### src/rtl/ysyx_22040038_pkg.sv
// Shared defaults and types for the instruction fetch unit.
package ysyx_22040038_pkg;

  localparam int          DEF_XLEN     = 64;
  localparam int          DEF_ILEN     = 32;
  localparam logic [63:0] DEF_RESET_PC = 64'h8000_0000;

  // One decoded-side queue entry: instruction word tagged with its fetch PC.
  typedef struct packed {
    logic [DEF_ILEN-1:0] inst;
    logic [DEF_XLEN-1:0] pc;
  } inst_pc_t;

endpackage

### src/rtl/ysyx_22040038_ifu_fifo.sv
// Small synchronous FIFO with flush. Head data is combinational from storage;
// callers gate it with their own valid (count != 0).
module ysyx_22040038_ifu_fifo #(
  parameter int WIDTH = 32,
  parameter int DEPTH = 4
) (
  input  logic                           clk,
  input  logic                           rst,
  input  logic                           flush,
  input  logic                           push,
  input  logic [WIDTH-1:0]               push_data,
  input  logic                           pop,
  output logic [WIDTH-1:0]               head,
  output logic [$clog2(DEPTH+1)-1:0]     count
);

  localparam int CW = $clog2(DEPTH + 1);
  localparam int PW = (DEPTH > 1) ? $clog2(DEPTH) : 1;

  logic [WIDTH-1:0] mem [DEPTH];
  logic [PW-1:0]    rd_ptr;
  logic [PW-1:0]    wr_ptr;
  logic             do_pop;
  logic             do_push;

  // Pointers wrap explicitly so non-power-of-two depths also work.
  function automatic logic [PW-1:0] bump(input logic [PW-1:0] p);
    return (p == PW'(DEPTH - 1)) ? '0 : p + PW'(1);
  endfunction

  assign do_pop  = pop && (count != '0);
  assign do_push = push && ((count != CW'(DEPTH)) || do_pop);
  assign head    = mem[rd_ptr];

  // Occupancy and pointers; flush wins over any same-cycle push or pop.
  always_ff @(posedge clk or negedge rst) begin
    if (!rst) begin
      rd_ptr <= '0;
      wr_ptr <= '0;
      count  <= '0;
    end else if (flush) begin
      rd_ptr <= '0;
      wr_ptr <= '0;
      count  <= '0;
    end else begin
      if (do_pop)  rd_ptr <= bump(rd_ptr);
      if (do_push) wr_ptr <= bump(wr_ptr);
      count <= count + CW'(do_push) - CW'(do_pop);
    end
  end

  // Data storage needs no reset; it is never observed while empty.
  always_ff @(posedge clk) begin
    if (do_push && !flush) mem[wr_ptr] <= push_data;
  end

endmodule

### src/rtl/ysyx_22040038_ifu.sv
// Instruction fetch unit: credit-limited request issue, in-order response
// tagging via an issued-PC FIFO, and a registered instruction queue to decode.
module ysyx_22040038_ifu
  import ysyx_22040038_pkg::*;
#(
  parameter int               XLEN            = DEF_XLEN,
  parameter int               ILEN            = DEF_ILEN,
  parameter int               DEPTH           = 4,
  parameter int               MAX_OUTSTANDING = 2,
  parameter logic [XLEN-1:0]  RESET_PC        = DEF_RESET_PC
) (
  input  logic            clk,
  input  logic            rst,
  output logic            req_valid,
  input  logic            req_ready,
  output logic [XLEN-1:0] req_addr,
  input  logic            rsp_valid,
  input  logic [ILEN-1:0] rsp_data,
  output logic            inst_valid,
  input  logic            inst_ready,
  output logic [ILEN-1:0] inst,
  output logic [XLEN-1:0] inst_pc,
  input  logic            redirect_valid,
  input  logic [XLEN-1:0] redirect_pc
);

  localparam int CW = $clog2(DEPTH + 1);
  localparam int OW = $clog2(MAX_OUTSTANDING + 1);
  localparam int SW = ((CW > OW) ? CW : OW) + 1;
  localparam int QW = ILEN + XLEN;

  logic [XLEN-1:0] pc;
  logic [OW-1:0]   outstanding;
  logic [OW-1:0]   drop_cnt;
  logic [CW-1:0]   q_count;
  logic [QW-1:0]   q_head;
  logic [XLEN-1:0] rsp_pc;
  logic [SW-1:0]   used;
  logic            accept;
  logic            rsp_pop;
  logic            q_push;

  // Outstanding requests are exactly the entries of the issued-PC FIFO.
  assign rsp_pop = rsp_valid && (outstanding != '0);
  assign accept  = req_valid && req_ready;
  assign q_push  = rsp_pop && (drop_cnt == '0) && !redirect_valid;

  // Queue slots already spoken for: held entries plus live in-flight requests.
  assign used      = SW'(q_count) + SW'(outstanding) - SW'(drop_cnt);
  assign req_valid = rst && !redirect_valid
                     && (outstanding < OW'(MAX_OUTSTANDING))
                     && (used < SW'(DEPTH));
  assign req_addr  = pc;

  assign inst_valid = (q_count != '0);
  assign inst       = inst_valid ? q_head[QW-1:XLEN] : '0;
  assign inst_pc    = inst_valid ? q_head[XLEN-1:0]  : '0;

  // Fetch PC: redirect realigns to a word boundary, otherwise advance on accept.
  always_ff @(posedge clk or negedge rst) begin
    if (!rst) begin
      pc <= RESET_PC;
    end else if (redirect_valid) begin
      pc <= redirect_pc & ~XLEN'(3);
    end else if (accept) begin
      pc <= pc + XLEN'(4);
    end
  end

  // Stale-response counter: a redirect marks everything still in flight as
  // stale, minus a response landing in the same cycle (dropped right now).
  always_ff @(posedge clk or negedge rst) begin
    if (!rst) begin
      drop_cnt <= '0;
    end else if (redirect_valid) begin
      drop_cnt <= outstanding - OW'(rsp_pop);
    end else if (rsp_pop && (drop_cnt != '0)) begin
      drop_cnt <= drop_cnt - OW'(1);
    end
  end

  ysyx_22040038_ifu_fifo #(
    .WIDTH (XLEN),
    .DEPTH (MAX_OUTSTANDING)
  ) u_pc_fifo (
    .clk       (clk),
    .rst       (rst),
    .flush     (1'b0),
    .push      (accept),
    .push_data (pc),
    .pop       (rsp_pop),
    .head      (rsp_pc),
    .count     (outstanding)
  );

  ysyx_22040038_ifu_fifo #(
    .WIDTH (QW),
    .DEPTH (DEPTH)
  ) u_inst_q (
    .clk       (clk),
    .rst       (rst),
    .flush     (redirect_valid),
    .push      (q_push),
    .push_data ({rsp_data, rsp_pc}),
    .pop       (inst_valid && inst_ready),
    .head      (q_head),
    .count     (q_count)
  );

endmodule

### config.mk
export PLATFORM = sky130hd
export DESIGN_NAME = ysyx_22040038_ifu
export DESIGN_NICKNAME = d
export VERILOG_FILES = /design/src/rtl/ysyx_22040038_pkg.sv /design/src/rtl/ysyx_22040038_ifu_fifo.sv /design/src/rtl/ysyx_22040038_ifu.sv
export SDC_FILE = /design/constraint.sdc
export NUM_CORES = 1
export LEC_CHECK = 0
export BUFFER_PORTS_ARGS = -buffer_cell sky130_fd_sc_hd__buf_2
export CAP_MARGIN = 5
export CORE_MARGIN = 3
export CORE_UTILIZATION = 55
export CTS_BUF_LIST = sky130_fd_sc_hd__clkbuf_4
export DETAILED_ROUTE_END_ITERATION = 7
export PLACE_DENSITY_LB_ADDON = 0.2
export SYNTH_ARGS = -nofsm -noshare
export SYNTH_HDL_FRONTEND = slang
export SYNTH_SLANG_ARGS = --single-unit
### constraint.sdc
create_clock -name clk -period 8.7 [get_ports clk]
set_input_delay 0.87 -clock clk [delete_from_list [all_inputs] [get_ports clk]]
set_output_delay 0.87 -clock clk [all_outputs]
set_load 0.1 [all_outputs]
[After elaboration in Yosys (flattened, before gate mapping)]
Memories as Yosys holds them, arrays and structs flattened.
Index checks and enable logic that the tools add are counted.
Word-level totals
  register bits after elaboration: 77
  RAM bits: 512
  input port bits: 102
  output and inout port bits: 162
  word-level logic and storage cells: 73
  memories kept: 2
Cells by class
  add/sub/neg operators: 13
  $lt $le $gt $ge: 2
  equality and inequality tests: 4
  multiplexer cells: 19
  reductions and logical operators: 25
Memories
  u_inst_q.mem: depth 4, bits a word 96, read ports 1, clocked after Yosys merged registers in 0, write ports 1, line ysyx_22040038_ifu_fifo.sv:20  | logic [WIDTH-1:0] mem [DEPTH];
  u_pc_fifo.mem: depth 2, bits a word 64, read ports 1, clocked after Yosys merged registers in 0, write ports 1, line ysyx_22040038_ifu_fifo.sv:20
Operator list (count)
  $mux W64: 3
  $add A64 B3 Y64 const B: 1
  $mux W32: 1
  $mux W2: 8
  $logic_and A1 B1 Y1: 14
  $reduce_bool A2 Y1: 6
  $mux W1: 6
  $add A2 B1 Y2 const B: 2
  $add A3 B2 Y4: 1
  $eq A2 B2 Y1 const B: 2
  $lt A4 B3 Y1 const B: 1
  $sub A2 B1 Y2: 2
  $sub A4 B2 Y4: 1
  $add A3 B1 Y3: 1
  $mux W3: 1
  $ne A3 B3 Y1 const B: 1
  $reduce_bool A3 Y1: 1
  $sub A3 B1 Y3: 1
  $add A1 B1 Y1 const B: 2
  $add A2 B1 Y2: 1
  $logic_not A2 Y1: 1
  $logic_or A1 B1 Y1: 2
  $lt A2 B2 Y1 const B: 1
  $ne A2 B2 Y1 const B: 1
  other kinds (2): 2

[Depth between registers and ports, before layout]
Gate-level depths: netlist of run 1.
  word-level depth: 8
  mapped depth: 13
  mapped depth without buffers: 11

[Modules after synthesis]
Synthesis of run 1 repeated with hierarchy kept, for this count alone.
Unflattened totals
  cells, all modules: 1389
  area, all modules: 24086.9 µm²
Modules (own cells, without submodules)
  ysyx_22040038_ifu_fifo (u_inst_q): instances 1, cells each 547, area each 14266.2 µm², sequential area each 11706.2 µm²
  ysyx_22040038_ifu: instances 1, cells each 622, area each 4949.7 µm², sequential area each 1602.8 µm²
  ysyx_22040038_ifu_fifo (u_pc_fifo): instances 1, cells each 220, area each 4870.9 µm², sequential area each 3943.8 µm²

[Worst setup path before layout of run 1]
OpenSTA, ideal clock, no wires.
  path type: register -> register
  from: reg u_pc_fifo.count[1]
  to: mem u_pc_fifo.mem[0][10] (netlist bit) (enable)
  setup time: 482 ps
  arrival time: 5064 ps
  required time: 8218 ps
  setup slack: 3154 ps
  stages on the path, launching flop included: 11
  path buffers: 2
  clock period less this slack: 5546 ps
  cell sequence: dfrtp_1 > clkbuf_1 > inv_1 > fa_1 > inv_1 > ha_1 > and3b_1 > nor4b_2 > o31ai_2 > clkbuf_1 > nor2_1
Between the ends
  cells in the longest elaborated chain, start to end: 8
  elaborated cells on any way between the ends: 15
  classes of those cells: add/sub: 2; order compare: 2; eq/ne: 1; mux: 2; reduce/logical: 8
Ends and longest elaborated chain
  from (decl): line ysyx_22040038_ifu_fifo.sv:14  | output logic [$clog2(DEPTH+1)-1:0] count
  from (signal assigned): line ysyx_22040038_ifu_fifo.sv:48  | count <= count + CW'(do_push) - CW'(do_pop);
  $add A3 B2 Y4: line ysyx_22040038_ifu.sv:49  | assign used = SW'(q_count) + SW'(outstanding) - SW'(drop_cnt);
  $sub A4 B2 Y4: line ysyx_22040038_ifu.sv:49
  $lt A4 B3 Y1: line ysyx_22040038_ifu.sv:52  | && (used < SW'(DEPTH));
  $logic_and A1 B1 Y1: line ysyx_22040038_ifu.sv:52
  $logic_and A1 B1 Y1: line ysyx_22040038_ifu.sv:45  | assign accept = req_valid && req_ready;
  $logic_and A1 B1 Y1 (*): line ysyx_22040038_ifu_fifo.sv:32  | assign do_push = push && ((count != CW'(DEPTH)) || do_pop);
  $mux W1 (*): line ysyx_22040038_ifu_fifo.sv:54  | if (do_push && !flush) mem[wr_ptr] <= push_data;
  $mux W1 (not written as such) (*): line ysyx_22040038_ifu_fifo.sv:54
  to (decl): line ysyx_22040038_ifu_fifo.sv:20
Mark *: on every way between the ends. The rest lies on a longest branch, timed or not.

[Final worst setup path of run 1]
  from: reg u_pc_fifo.count[1]
  to: out req_valid
Between the ends
  cells in the longest elaborated chain, start to end: 4
  elaborated cells on any way between the ends: 6
  classes of those cells: add/sub: 2; order compare: 2; reduce/logical: 2
Ends and longest elaborated chain
  $add A3 B2 Y4: line ysyx_22040038_ifu.sv:49
  $sub A4 B2 Y4: line ysyx_22040038_ifu.sv:49
  $lt A4 B3 Y1: line ysyx_22040038_ifu.sv:52
  $logic_and A1 B1 Y1 (*): line ysyx_22040038_ifu.sv:52
  to (decl): line ysyx_22040038_ifu.sv:14  | output logic req_valid,
Marked as above.

==> results of run 1 <==
## tightest hold or removal path, delay by kind of cell
kind | cells | cell delay (ns)
buffers and inverters | 1 | 0.08
AOI/OAI and AO/OA | 1 | 0.06
and+or+nand+nor | 1 | 0.04
## synth_stat cells, types with 4 or more instances
master,n,share of area (%)
nor2_1,68,1.1
and3_1,14,0.37
inv_1,24,0.38
ha_1,14,0.74
xor2_1,4,0.15
nand2_1,35,0.56
or3_1,21,0.56
a31oi_1,45,1.2
clkbuf_1,55,0.87
nand4_1,30,0.79
a21oi_1,4,0.085
buf_1,8,0.13
mux4_2,94,9.0
o31ai_1,24,0.76
mux2_2,62,3.0
buf_4,4,0.13
buf_2,6,0.13
o21ai_0,27,0.57
nand3_1,28,0.59
and2_1,102,2.7
edfxtp_1,500,64
and4_1,11,0.41
nor3_1,6,0.13
or4_1,27,0.86
xnor2_1,13,0.48
dfrtp_1,74,7.8
nor4_1,9,0.24
## final timing paths
path                                        end  slack (ns)  cells after the start                from
max                                   req_valid        4.02                      9  u_pc_fifo.count[1]
min                                req_addr[11]        0.26                      3     redirect_pc[11]
max reg2reg                u_pc_fifo.mem[1][24]        4.62                     10  u_pc_fifo.count[1]
min reg2reg                    u_pc_fifo.wr_ptr        0.54                      1    u_pc_fifo.wr_ptr
max in group asynchronous    u_inst_q.rd_ptr[0]        7.03                      3                 rst
min in group asynchronous          req_addr[21]        0.53                      2                 rst
## area by class of cell
type	instances	area, sq um	area share (%)
Antenna cell	3	7.51	0.0274
Clock buffer	234	1760	6.42
Clock inverter	16	148	0.539
Inverter	26	97.6	0.357
Multi-Input combinational cell	705	6360	23.2
Sequential cell	575	16900	61.7
Tap cell	539	674	2.46
Timing Repair Buffer	275	1430	5.21
## power by group through the flow
stage / clock network [uW] / logic [uW] / registers, uW
after floorplan: 0 / 3240 / 3540
after global placement: 0 / 4050 / 3450
after detailed placement: 0 / 4080 / 3460
after CTS: 2380 / 4090 / 3400
after global routing: 2540 / 4250 / 3420
final: 2320 / 4070 / 3400
## sequential cells by signal (all words and copies together) (netlist names)
name	cells
u_pc_fifo.mem	124
req_addr	62
u_inst_q.count	3
u_pc_fifo.count	2
u_inst_q.wr_ptr	2
u_inst_q.mem	376
drop_cnt	2
u_pc_fifo.rd_ptr	1
u_pc_fifo.wr_ptr	1
u_inst_q.rd_ptr	2
## metrics by stage
| step | setup WS [ns] | power (uW) | instances |
|---|---|---|---|
| after CTS | 3.96 | 9880 | 2370 |
| after global routing | 3.81 | 10200 | 2371 |
| after detailed placement | 4.65 | 7540 | 2119 |
| final | 4.02 | 9790 | 2373 |
| after floorplan | 3.15 | 6790 | 1382 |
| after global placement | 4.66 | 7510 | 2119 |
## cell families (layout without fill, tap and decap cells)
kind of cell / after synthesis / in the layout
DFF: 575 / 575
and+or+nand+nor: 379 / 379
muxes: 158 / 158
AOI/OAI and AO/OA: 131 / 131
buffers and inverters: 102 / 551
xor gates and xnor gates: 17 / 17
adders and majority gates: 16 / 16
other: 1 / 7
## metal layers
layer,up-vias,part of all wire (%)
met5,-,0.036
met4,2,2.7
met3,105,7.1
met2,535,49
met1,7135,41
li1,6300,-
## what timing repair did
item | 4_1_cts | 5_1_grt
setup endpoints to repair | 0 | 0
hold buffers | 1 | 0
hold endpoints to repair | 23 | 0
==> results.md, run 1 <==
- Bufs on Longest Clock Path: 3
- Synth Area in XOR/XNOR: 0.630%
- H-tree depth: 4
- Crit Path Max Fanout: 6
- Busiest grt layer: met2
- Row Count: 75
- CP max stage delay: 0.54 ns
- Avg WL per Cell: 23.2 um
- Sw power: 4400 uW
- Synth Area in Adders: 0.910%
- Met1 usage: 32.8%
- Die width: 213 um
- Commonest non-fill, non-tap cell in the layout: edfxtp_1
- Final Hold Violating Endpoints: 0
- Layout cells sized above 1: 38.5%
- Max Cap Viol: 0
- Post-synth EDFFs: 500
- Buf/Inv on CP: 3
- Seq pwr share: 34.7%
- Pins Over Slew Limit: 0
- Layout area overhead: 15.8%
- Post-CTS Resized: 0
- Die Y: roughly 210 um
- Asr flop ratio synth: about an eighth
- Placed cell areas: 25500 sq um
- Crit path capture type: output pin
- Yosys Warn Count: 0
- Filler instances: 3088
- Register area share after synthesis: 71.5%
- CTS sink count: 575
- Design Area, Final: between 20000 and 30000 sq um
- Via Count: 14100
- CTS clk-pin slew, worst paths: approximately 0.07 ns
- Post-DP HPWL: 33500 um
- Vias in the first global route: roughly 15000
- Critical Path RT: 7.83 ns
- First-pass GRT wire length: 83700 um
- Final Util: 64.8%
- RSZ-0062 raised after global routing: false
- DRC: 0
- Synthesized area: 23600 sq um
- Multiplexer share of the synthesized area: 12.0%
- Synth Register Bits: 575
- Simple-gate share of the synthesized area: 9.41%
- Antenna violations before repair: 4
- Die ar.: 45500 sq um
- Clock Skew: ~0.046 ns
- Hold WC Path Type: primary input to register
- Crit Path Class: register to output pin
- Synth Flop Type: edfxtp_1
- Core box area: 42200 sq um
- Outcome: complete, no violations
- Tot GR Track Use: between 20% and 30%
- Worst slew margin: 33.0%
- Worst-path cell chain: inv_1, fa_1, inv_1, ha_1, and3b_1, nor4b_2, nor3_2, nor2_1, buf_2
- Post-Synthesis Cells: about 1400
- Setup crit start kind: register
- Max VDD drop: 0.000314 V
- NumNets Final: 1848
- GRT met2 Usage: around 40%
- Final Setup Violations: 0
- Final WL: 55000 um
- GPL Wtd Cong: 0.857
- Grt ovf: 0
- Worst-margin pin slew: between 1 and 1.5 ns
- Routed Antenna Nets: 0
- Top delay family on crit path: simple AND/OR/NAND/NOR gates
- First-pass iteration count of the detailed router: 6
- Largest net degree at the start of global routing: between 70 and 80
- Worst hold slack: between 0.2 and 0.3 ns
- Min Clock Period, post-route: 4.68 ns
- Leak: 0.00965 uW
- Internal Power: 5390 uW
- Post-synthesis compound-gate area fraction: 3.77%
- Num ports: 264
- Via/cell ratio: 5.93
- Synth unique cells: 69
- Met3 global-route usage: slightly above 6%
- Cell seen most often among critical-path stages: inv_1
- TritonCTS clock tree: built
- Post-CTS Setup Bufs: 0
- Syn_area_per_cell: 17.1 sq um
- Final period util: 53.8%
- Main combinational cell family by area after synthesis: multiplexers
- CTS root buffer: clkbuf_4
- Max frequency: 214 MHz
- Pwr Density: between 300 and 400 nW/um^2
- PortBufs: 257
- Crit path DAT: roughly 3.8 ns
- Final setup TNS: 0 ns
- Most frequent cells in the layout: edfxtp_1, buf_2, clkbuf_4
- Combinational power share: 41.6%
- CTS buffer count: 147
- Clk_lat worst skew: 0.84 ns
- Initial Utilization: about 56%
- Clock share of power: 23.7%
- Slowest CP cell: fa_1
- Sw Share: 44.9%
- DRT iter0 DRCs: 1118
Power figures use the tool's default switching activity.
==> run 2, diff against run 1 <==
--- a/config.mk
+++ b/config.mk
@@ -5,6 +5,7 @@
 export SDC_FILE = /design/constraint.sdc
 export NUM_CORES = 1
 export LEC_CHECK = 0
+export ABC_AREA = 1
 export BUFFER_PORTS_ARGS = -buffer_cell sky130_fd_sc_hd__buf_2
 export CAP_MARGIN = 5
 export CORE_MARGIN = 3
==> constraint.sdc (replaced) <==
create_clock -name clk -period 4 [get_ports clk]
set_input_delay 0.4 -clock clk [delete_from_list [all_inputs] [get_ports clk]]
set_output_delay 0.4 -clock clk [all_outputs]
set_load 0.1 [all_outputs]
==> run 2 against run 1 <==
Effect of this change: clock skew increased by 0.033 ns; combinational power increased to 2.5 times the previous value; worst setup slack got worse by 3.8 ns; synthesized cell count increased by 74%; sequential power increased by 130%; global-route usage increased by 3.8 points; non-clock buffer count increased by 129; largest power group unchanged; highest routed layer is now met4.
==> results.md, run 2 <==
- Vias in the first global route: 19200 (+32%)
- H-tree depth: 4 (unchanged)
- NumNets Final: 2948 (+60%)
- Tot GR Track Use: 28.5% (+3.8 points)
- Final non-filler cell total: 3515 (+48%)
- Layout area overhead: 20.6%
- Die width: 218 um (+2.1%)
- Top post-synthesis cells by count: nand2_1, nor2_1, edfxtp_1
- Hold Path Sink: req_addr[20]
- Tot Pwr: 23000 uW (+140%)
- Filler instances: 3271 (+5.9%)
- CTS buffer count: 144 (-2.0%)
- Crit Path Max Fanout: 29 (+23)
- Setup crit start kind: register
- Commonest non-fill, non-tap cell in the layout: nand2_1
- Core box area: 43700 sq um (+3.6%)
- Max FFs per register: 376 (unchanged)
- Max VDD drop: 0.000960 V (+210%)
- DRC: 0 (unchanged)
- Worst hold start: redirect_valid
- Post-Synthesis Cells: 2393 (+74%)
- Crit path DAT: 3.42 ns (-0.39 ns)
- FF-to-FF Start: u_pc_fifo.count[1]
- GPL Wtd Cong: 0.945 (+10%)
- Pins Over Slew Limit: 0 (unchanged)
- Synth Flop Type: edfxtp_1
- Outcome: complete, no violations
- Via/cell ratio: 5.47 (-7.8%)
- Register area share after synthesis: 68.4% (-3.0 points)
- Synthesized area: 24700 sq um (+4.4%)
- Most frequent cells in the layout: nand2_1, nor2_1, edfxtp_1
- Hold Path Stages: 4 (+1)
- First-pass iteration count of the detailed router: 5 (-1)
- Area leader, netlist: edfxtp_1
- Via Count: 19200 (+37%)
- Num ports: 264 (unchanged)
- Grt ovf: 0 (unchanged)
- Die Y: 218 um (+2.1%)
- Most common cell in the netlist: nand2_1
- Routed Antenna Nets: 0 (unchanged)
- Syn_area_per_cell: 10.3 sq um (-40%)
- Worst slew margin: 16.2% (-17 points)
- Yosys Warn Count: 0 (unchanged)
- Reg with most FFs: u_inst_q.mem
- Post-DP HPWL: 41100 um (+23%)
- Hold WC Path Type: primary input to register
- Synth unique cells: 35 (-49%)
- Leak: 0.0117 uW (+21%)
- Pwr Density: 773 nW/um^2 (+120%)
- PortBufs: 257 (unchanged)
- Synth Register Bits: 575 (unchanged)
- FF/Latch Area: 16900 sq um (unchanged)
- Worst-margin pin slew: 1.25 ns (+0.249 ns)
- Row Count: 76 (+1.3%)
- CTS clk-pin slew, worst paths: 0.06 ns (about the same)
- Avg WL per Cell: 19.1 um (-18%)
- Die ar.: 47500 sq um (+4.3%)
- First-pass GRT wire length: 103000 um (+23%)
- Final Hold Violating Endpoints: 0 (unchanged)
- TritonCTS clock tree: built
- Area of the multi-input gates: 7050 sq um (+11%)
- Layout cells sized above 1: 18.8% (-20 points)
- FF-to-FF setup slack: 0.76 ns (-3.86 ns)
- DRT iter0 DRCs: 1730 (+55%)
- Area contributors post-synth: edfxtp_1, nand2_1, nor2_1
- Clock Skew: 0.0799 ns (+0.0334 ns)
- Min Clock Period, post-route: 3.82 ns
- Reg2reg end: u_pc_fifo.mem[1][3]
- Final WL: 67100 um (+22%)
- Clk_lat worst skew: 0.98 ns (+0.14 ns)
- Crit path capture type: output pin
- Antenna violations before repair: 2 (-2)
- Crit Path Class: register to output pin
- Max frequency: 262 MHz
- Post-synth top area share: 60.8% (-2.7 points)
- Post-synth EDFFs: 500 (unchanged)
- Final period util: 95.4%
- Bufs on Longest Clock Path: 3 (unchanged)
- CTS sink count: 575 (unchanged)
- Max Cap Viol: 0 (unchanged)
- Placed cells: 3167 (+49%)
- Initial Utilization: 56.4% (+0.47 points)
- FF-to-FF path depth: 11 (+1)
- Largest net degree at the start of global routing: 133 (+73%)
- Critical Path RT: 3.60 ns (-4.23 ns)
- CTS root buffer: clkbuf_4
- Final Setup Violations: 0 (unchanged)
- Asr flop ratio synth: 13.0% (unchanged)
[run 2: cells by family (layout without fill, tap and decap cells)]
family          Yosys count  in the layout  share of synthesized area [%]
xor+xnor                 16             16                          0.568
fa+ha+maj                16             16                          0.872
other cells               1              6                         0.0152
flops                   575            575                           68.4
buf+inv                 206            738                           3.32
compound gates          353            353                           7.24
simple gates           1226           1226                           19.6
[run 2: layout make-up]
| cell class | instances | area share, % |
|---|---|---|
| Clock buffer | 208 | 5.25 |
| Sequential cell | 575 | 56.8 |
| Timing Repair Buffer | 404 | 9.74 |
| Clock inverter | 36 | 0.921 |
| Inverter | 90 | 1.15 |
| Antenna cell | 2 | 0.0168 |
| Tap cell | 585 | 2.46 |
| Multi-Input combinational cell | 1615 | 23.7 |
[run 2: timing repair]
| action | 4_1_cts | 5_1_grt |
|---|---|---|
| hold endpoints to repair | 268 | 0 |
| gates resized for setup | 1 | 3 |
| setup endpoints to repair | 13 | 4 |
| hold buffers | 101 | 0 |
| setup buffers | 1 | 0 |
[run 2: critical path, stage by stage (launching register included)]
cell	delay, ns
dfrtp_4	0.65
clkinv_2	0.37
buf_4	0.38
buf_4	0.25
nor2_1	0.10
o21ai_0	0.10
a21oi_1	0.14
buf_2	0.45
[run 2: worst max-delay path by stage]
stage | startpoint | endpoint | slack [ns] | cells after the start
2_1_floorplan | redirect_valid | u_inst_q.mem[0][10] | -1.46 | 4
3_3_place_gp | u_pc_fifo.count[1] | u_pc_fifo.mem[0][7] | 0.85 | 11
3_5_place_dp | u_pc_fifo.count[1] | u_pc_fifo.mem[0][10] | 0.76 | 11
4_1_cts | u_inst_q.rd_ptr[1] | inst[27] | 0.01 | 7
5_1_grt | u_inst_q.rd_ptr[1] | inst[13] | -0.02 | 7
6_report | u_inst_q.rd_ptr[1] | inst[12] | 0.18 | 7
[run 2: power breakdown]
group	switching, uW	internal (uW)	total [uW]
logic	8690	1620	10300
registers	479	7290	7760
clock network	2280	2640	4920
[run 2: through the flow]
step / hold slack (ns) / worst slack, ns / utilization (%) / setup TNS [ns] / cell area (sq um)
after floorplan: 0.104 / -1.46 / - / -550.82 / 24700
after global placement: 0.332 / 0.846 / 61.5 / 0 / 26900
after detailed placement: 0.332 / 0.764 / 61.5 / 0 / 26900
after CTS: 0.0284 / 0.0107 / 68.0 / 0 / 29700
after global routing: 0.112 / -0.0186 / 68.0 / -0.0355 / 29800
final: 0.144 / 0.183 / 68.0 / 0 / 29800
[run 2: layer usage]
layer | vias to the layer above | track usage (%) | routed length (um)
met1 | 9188 | 36.7 | 27600
li1 | 9062 | - | -
met4 | 0 | 11.9 | 2150
met2 | 836 | 46.8 | 32200
met5 | - | 0 | 0
met3 | 131 | 6.73 | 5110
